**src/rtl/srl_fifo.sv**
```systemverilog
// Shift-register FIFO with first-word fall-through output. Storage has no reset
// so it can map onto SRL primitives; only the occupancy counter and flags are reset.
module srl_fifo #(
  parameter int WIDTH = 16,
  parameter int DEPTH = 16,
  localparam int AW = $clog2(DEPTH)
) (
  input  logic             clk,
  input  logic             rst_n,
  input  logic             clr,
  input  logic             wr,
  input  logic [WIDTH-1:0] d,
  input  logic             rd,
  output logic [WIDTH-1:0] y,
  output logic             empty,
  output logic             full,
  output logic [AW:0]      count,
  output logic             ovf,
  output logic             unf
);

  // Handshake: a write is taken when wr=1 and the FIFO is not full or a read is
  // taken on the same edge; a read is taken when rd=1 and the FIFO is not empty.
  // Neither is taken while clr=1 or on the first edge after reset release.

  logic [WIDTH-1:0] mem [DEPTH];
  logic             armed;
  logic             wr_ok;
  logic             rd_ok;
  logic [AW:0]      cnt_m1;
  logic [AW-1:0]    ra;

  always_comb begin
    empty  = (count == '0);
    full   = (count == (AW+1)'(DEPTH));
    wr_ok  = armed & ~clr & wr & (~full | rd);
    rd_ok  = armed & ~clr & rd & ~empty;
    cnt_m1 = count - (AW+1)'(1);
    ra     = cnt_m1[AW-1:0];
    y      = empty ? '0 : mem[ra];
  end

  // Newest word enters stage 0; the oldest sits at stage count-1.
  always_ff @(posedge clk) begin
    if (wr_ok) begin
      mem[0] <= d;
      for (int i = 1; i < DEPTH; i++) mem[i] <= mem[i-1];
    end
  end

  always_ff @(posedge clk or negedge rst_n) begin
    if (!rst_n) begin
      count <= '0;
      ovf   <= 1'b0;
      unf   <= 1'b0;
      armed <= 1'b0;
    end else if (!armed) begin
      armed <= 1'b1;
    end else if (clr) begin
      count <= '0;
      ovf   <= 1'b0;
      unf   <= 1'b0;
    end else begin
      case ({wr_ok, rd_ok})
        2'b10:   count <= count + (AW+1)'(1);
        2'b01:   count <= count - (AW+1)'(1);
        default: count <= count;
      endcase
      if (wr && full && !rd) ovf <= 1'b1;
      if (rd && empty)       unf <= 1'b1;
    end
  end

endmodule

```
**config.mk**
```make
export PLATFORM = sky130hd
export DESIGN_NAME = srl_fifo
export DESIGN_NICKNAME = d
export VERILOG_FILES = /design/src/rtl/srl_fifo.sv
export SDC_FILE = /design/constraint.sdc
export NUM_CORES = 1
export LEC_CHECK = 0
export CAP_MARGIN = 30
export CELL_PAD_IN_SITES_DETAIL_PLACEMENT = 0
export CELL_PAD_IN_SITES_GLOBAL_PLACEMENT = 1
export CORE_MARGIN = 8
export CORE_UTILIZATION = 35
export CTS_CLUSTER_DIAMETER = 120
export DETAILED_ROUTE_END_ITERATION = 6
export GPL_TIMING_DRIVEN = 0
export PLACE_DENSITY_LB_ADDON = 0.1
export SYNTH_ARGS = -nofsm -noshare
export SYNTH_HDL_FRONTEND = slang
export SYNTH_SLANG_ARGS = --single-unit
```
**constraint.sdc**
```tcl
create_clock -name clk -period 8.4 [get_ports clk]
set_input_delay 0.84 -clock clk [delete_from_list [all_inputs] [get_ports clk]]
set_output_delay 0.84 -clock clk [all_outputs]
set_load 0.005 [all_outputs]
```
# After elaboration in Yosys (flattened, before gate mapping)
# Memories as Yosys holds them, arrays and structs flattened.
# Cells that the tools add are included.
totals:
  reg_bits: 8
  ramBits: 256
  input_bits: 21
  elab_cells: 39
  mem_count: 1
mem_list:
  columns: ["name", "words", "word_bits", "read_ports", "rd_ports_with_merged_regs", "write_ports", "line_no", "source"]
  rows:
  - ["mem", 16, 16, 16, 0, 16, "26", "logic [WIDTH-1:0] mem [DEPTH];"]
classes:
  add_sub_neg: 2
  eq_ne: 3
  mux: 9
  bitwise_logic: 9
  n_reduce_logical: 11
ops:
  columns: ["operator", "count"]
  rows:
  - ["$mux 16", 1]
  - ["$pmux 5 s2", 1]
  - ["$mux 1", 6]
  - ["$reduce_and 2->1", 3]
  - ["$add 5x1->5 const B", 1]
  - ["$and 1x1->1", 5]
  - ["$eq 5x5->1 const B", 1]
  - ["$logic_not 5->1", 1]
  - ["$mux 5", 1]
  - ["$sub 5x1->5 const B", 1]
  - ["$reduce_bool 2->1", 2]
  - ["$logic_and 1x1->1", 3]
  - ["$not 1->1", 3]
  - ["$reduce_bool 3->1", 1]
  - ["$eq 2x1->1 const B", 1]
  - ["$eq 2x2->1 const B", 1]
  - ["$logic_not 1->1", 1]
  - ["$or 1x1->1", 1]

# Logic depth before layout (Yosys ltp)
depth:
  ltp_word: 7
  mapped_depth: 11

# Least setup slack after synthesis
# Ideal clock, no wire load.
synth_path:
  path_kind: "register to register"
  start: "reg count[0]"
  end: "mem mem[0][0], enable pin"
  arrival_time_ps: 6989
  t_required_ps: 7794
  path_slack_ps: 804
  path_stages_with_launch: 9
  n_path_buf: 3
  cell_sequence: "dfrtp_1 > clkbuf_1 > buf_2 > buf_2 > inv_1 > ha_1 > nor3b_1 > a311o_1 > inv_1"
synth_rtl:
  columns: ["element", "line_no", "source"]
  rows:
  - ["start: declaration", "17", "output logic [AW:0] count,"]
  - ["start signal: assignment", "65", "2'b10: count <= count + (AW+1)'(1);"]
  - ["start signal: assignment", "66", "2'b01: count <= count - (AW+1)'(1);"]
  - ["start signal: assignment", "67", "default: count <= count;"]
  - ["end: declaration", "26", null]

# Worst setup path in the final report
layout_path:
  start: "reg count[0]"
  end: "out y[13]"
layout_between:
  elab_chain_len: 3
layout_rtl:
  columns: ["element", "line_no", "source"]
  rows:
  - ["$sub 5x1->5", null, null]
  - ["$mem_v2 16x16", null, null]
  - ["$mux 16 *", "40", "y = empty ? '0 : mem[ra];"]
  - ["end: declaration", "14", "output logic [WIDTH-1:0] y,"]
# Mark *: on every way between the ends. The rest lies on a longest branch, timed or not.

==> run summary <==
The number of global-route vias before repair was 5,051. STA classifies the critical path startpoint as a flip-flop. The initialized floorplan defines 62 standard-cell rows.

In this run the critical register-to-register path is captured at mem[9][12]. After layout, the worst path uses 69.9% of the clock period. Setup slack on the critical path of the routed design comes to 2.53 ns. The number of hold violations in the final report was 0; the clock latency reported for the late side of the worst-skew pair was 0.53 ns.

The gate family responsible for the most delay along the worst path is buffers and inverters. Headroom to the max-slew limit came out at 38.2%. For this design the ratio of total power to cell area is 372 nW/um^2.

Buffers inserted to repair hold after CTS numbered 0. In this design, the critical path's most frequently occurring cell is sky130_fd_sc_hd__clkbuf_1. For the area enclosed by the die boundary, the log shows 35,000 sq um. Counting cells, the worst reg-to-reg path comes to 10. The flop-to-flop setup slack came out at 4.03 ns. The routed via count divided by cell count is 5.02. In the final layout, the multi-input gates occupy 2210 sq um. Across the whole layout, storage elements account for 7890 sq um. The shortest clock period the worst path allows after layout is 5.87 ns, and the number of nets in the synthesized netlist is 478.

From bottom edge to top edge, the die measures 187 microns. Along the worst hold path, the cell count comes to 0. The fraction of registers with async set or reset after synthesis was 3.03%; the number of sinks driven by the clock tree was 264. TritonCTS built the clock tree. The run gives 0 as the leftover overflow at the end of global routing. For the arrival time at the worst endpoint, the log shows 5.03 ns. In this run the tool buffered the top-level ports with 44 buffer cells. The tools report the setup skew after layout as 0.00943 ns. Once placement finished, the instance area stood at 11,200 sq um. The initial core utilization is 35.6%. The run gives 0 as the antenna violation net count after detailed routing. From left edge to right edge, the die measures 187 microns.

The Yosys step of the flow raised 0 warnings. For this run, the slowest stage of the critical path takes 0.76 ns. The count of antenna diodes in the layout was 0. The tools report the total track usage as 11.6%.

Final standard cell area without fillers: 12,100 sq um. The flow ran to the end, and the final reports show no timing, DRC or antenna violations. Share of the synthesized area in the top cell type: 75.1%.

The initial antenna violation count was 0; the number of CTS-inserted buffers was 29. Synthesis instantiated 32 different standard cells from the library. The tools report the final number of max-transition violations as 0.

The critical path goes through clkbuf_1, buf_2, buf_2, inv_1, ha_1, clkbuf_1, clkbuf_1, mux4_2, mux2i_1, o22ai_1, clkdlybuf4s50_1. The logs give 170 MHz for the top achievable clock speed and 148 for the largest net degree at the start of global routing. The final weighted congestion in routability-driven placement was 0.710. The path with the worst hold slack has its endpoint at mem[13][7]. The launch point of the worst reg-to-reg path was count[0].

The biggest fanout along the worst timing path was 10; the data required time of the worst path was 7.56 ns. The post-placement worst setup slack was 2.87 ns; the DRC violation count after routing was 0. By count the netlist is led by 256 x sky130_fd_sc_hd__edfxtp_1, 64 x sky130_fd_sc_hd__mux4_2, 35 x sky130_fd_sc_hd__mux2i_1. For the total power, the log shows 4.51 mW. Cells fill 42.1% of the core in the end.

Together, buffers and inverters on the worst path number 7. The fraction of final layout cells with drive strength greater than 1 is 21.6%. The tools report the number of fillers in the final layout as 2,505.

The run gives 4 as the length of the first detailed-routing pass in iterations. The type of the setup path with the least slack was reg -> out. The post-CTS setup buffer count is 0. The clock transition at the registers of the reported paths is 0.06 ns. The tools report the number of top-level pins as 46. The endpoint type of the worst setup path was a primary output. Of all cell types, the one taking the most synthesized area is sky130_fd_sc_hd__edfxtp_1. Counting flops and latches in the post-synthesis netlist gives 264. The detailed-route wire length is 20,100 microns. Clock tree synthesis selected as its root buffer the cell sky130_fd_sc_hd__clkbuf_16. The most used flip-flop cell after synthesis was sky130_fd_sc_hd__edfxtp_1. Actual slew at the worst max-slew pin: 0.928 ns.

No sink is reached through more buffers than the 3 on the longest clock path. The tools report the count of final setup violators as 0. Setup repair after global routing left no endpoint under its margin.

In the post-synthesis netlist, the biggest area contributors are sky130_fd_sc_hd__edfxtp_1 75%, sky130_fd_sc_hd__mux4_2 14%, sky130_fd_sc_hd__mux2i_1 3.4%. In this run the most critical hold path is launched from mem[12][7]. For the final routed database, the setup TNS stands at 0 ns. The min-delay analysis places its worst path in the category reg -> reg. The violation count after the first detailed-route iteration is 346. The global-route wire length before repair was 31,800 microns. After synthesis, flip-flops and latches occupy 77.0% of the total area. The area growth from synthesis to layout is 18.4%.

The critical path crosses 11 cells after its start point. Summed over all nets, the half-perimeter wirelength after detailed placement is 12,100 microns. Summing over every cut layer, the via total after detailed routing is 4,717.

For this design the static power due to leakage is 3.91 nW. Each instance of the synthesized netlist takes up on average 22.5 sq um. The worst-case IR drop observed on VDD is 171 uV. The wire length per cell after detailed routing came out at 21.4 microns. The post-cts repair resize count was 0; the floorplan core area was 28,800 sq um. Among all stages on the critical path, the largest delay is contributed by sky130_fd_sc_hd__clkbuf_1. In this run the cell area of the synthesized design comes to 10,200 sq um.

The final layout contains 557 nets. Max-cap violations in this run came to 0. The most common cell in the synthesized netlist is sky130_fd_sc_hd__edfxtp_1.

The number of H-tree branching levels was 1; the number of enable-type register cells in the synthesized netlist was 256. The cell count after synthesis came out at 455.
-- final cells by class --
cell class	instances	area share, %
Clock inverter	7	0.464
Timing Repair Buffer	48	4.33
Inverter	7	0.279
Clock buffer	45	6.73
Tap cell	384	3.96
Buffer	24	0.980
Sequential cell	264	65.0
Multi-Input combinational cell	160	18.2
-- stage by stage --
step / hold slack [ns] / std cells
2_1_floorplan: 0.421 / 455
3_3_place_gp: 0.425 / 883
3_5_place_dp: 0.429 / 886
4_1_cts: 0.444 / 938
5_1_grt: 0.452 / 939
6_report: 0.443 / 939
-- worst reg2reg max path, stage by stage (launching register included) --
cell	delay (ns)
sky130_fd_sc_hd__dfrtp_1	0.40
sky130_fd_sc_hd__clkbuf_1	0.21
sky130_fd_sc_hd__buf_2	0.39
sky130_fd_sc_hd__buf_2	0.46
sky130_fd_sc_hd__inv_1	0.17
sky130_fd_sc_hd__ha_1	0.29
sky130_fd_sc_hd__nor3b_1	0.22
sky130_fd_sc_hd__a311o_1	0.50
sky130_fd_sc_hd__inv_8	0.38
sky130_fd_sc_hd__buf_16	0.39
sky130_fd_sc_hd__buf_16	0.45
-- placed cells by master, fill, tap and decap left out, types with 3 or more instances in the layout --
| cell | n |
|---|---|
| sky130_fd_sc_hd__clkbuf_1 | 24 |
| sky130_fd_sc_hd__mux4_2 | 64 |
| sky130_fd_sc_hd__inv_1 | 6 |
| sky130_fd_sc_hd__clkinv_1 | 3 |
| sky130_fd_sc_hd__o22ai_1 | 18 |
| sky130_fd_sc_hd__nor2_1 | 4 |
| sky130_fd_sc_hd__edfxtp_1 | 256 |
| sky130_fd_sc_hd__mux2i_1 | 35 |
| sky130_fd_sc_hd__buf_2 | 11 |
| sky130_fd_sc_hd__clkinv_2 | 3 |
| sky130_fd_sc_hd__clkdlybuf4s50_1 | 44 |
| sky130_fd_sc_hd__clkbuf_16 | 29 |
| sky130_fd_sc_hd__dfrtp_1 | 8 |
| sky130_fd_sc_hd__clkbuf_8 | 3 |
| sky130_fd_sc_hd__nand2_1 | 7 |
| sky130_fd_sc_hd__a31oi_1 | 3 |
| sky130_fd_sc_hd__a22o_1 | 3 |
-- state kept, by name, indices dropped and copies added, names as in the netlist --
signal,cells
unf,1
count,5
mem,256
armed,1
ovf,1
-- power by group --
part           leakage, nW  internal [mW]  switching [mW]
Sequential            2.45           1.53          0.0406
Clock                0.425          0.691           0.478
Combinational         1.04          0.871           0.892
-- cell families after synthesis --
family,share of synthesized area (%)
fa+ha+maj,0.244
compound gates,2.18
other cells,0.0366
buf+inv,1.42
flops,77.0
mux,17.6
simple gates,1.15
xor+xnor,0.342
-- worst max-delay path by stage --
| stage | startpoint | to |
|---|---|---|
| after floorplan | count[0] | mem[0][0] |
| after global placement | count[0] | mem[0][2] |
| after detailed placement | count[0] | y[14] |
| after CTS | count[0] | y[14] |
| after global routing | count[0] | y[10] |
| final | count[0] | y[13] |
-- metal layers --
layer | routed length [microns] | up-vias | GRT usage, %
li1 | - | 2089 | -
met1 | 8990 | 2497 | 15.8
met2 | 9860 | 97 | 18.9
met3 | 859 | 34 | 2.13
met4 | 418 | 0 | 3.27
met5 | 0 | - | 0
Power figures use the tool's default switching activity.
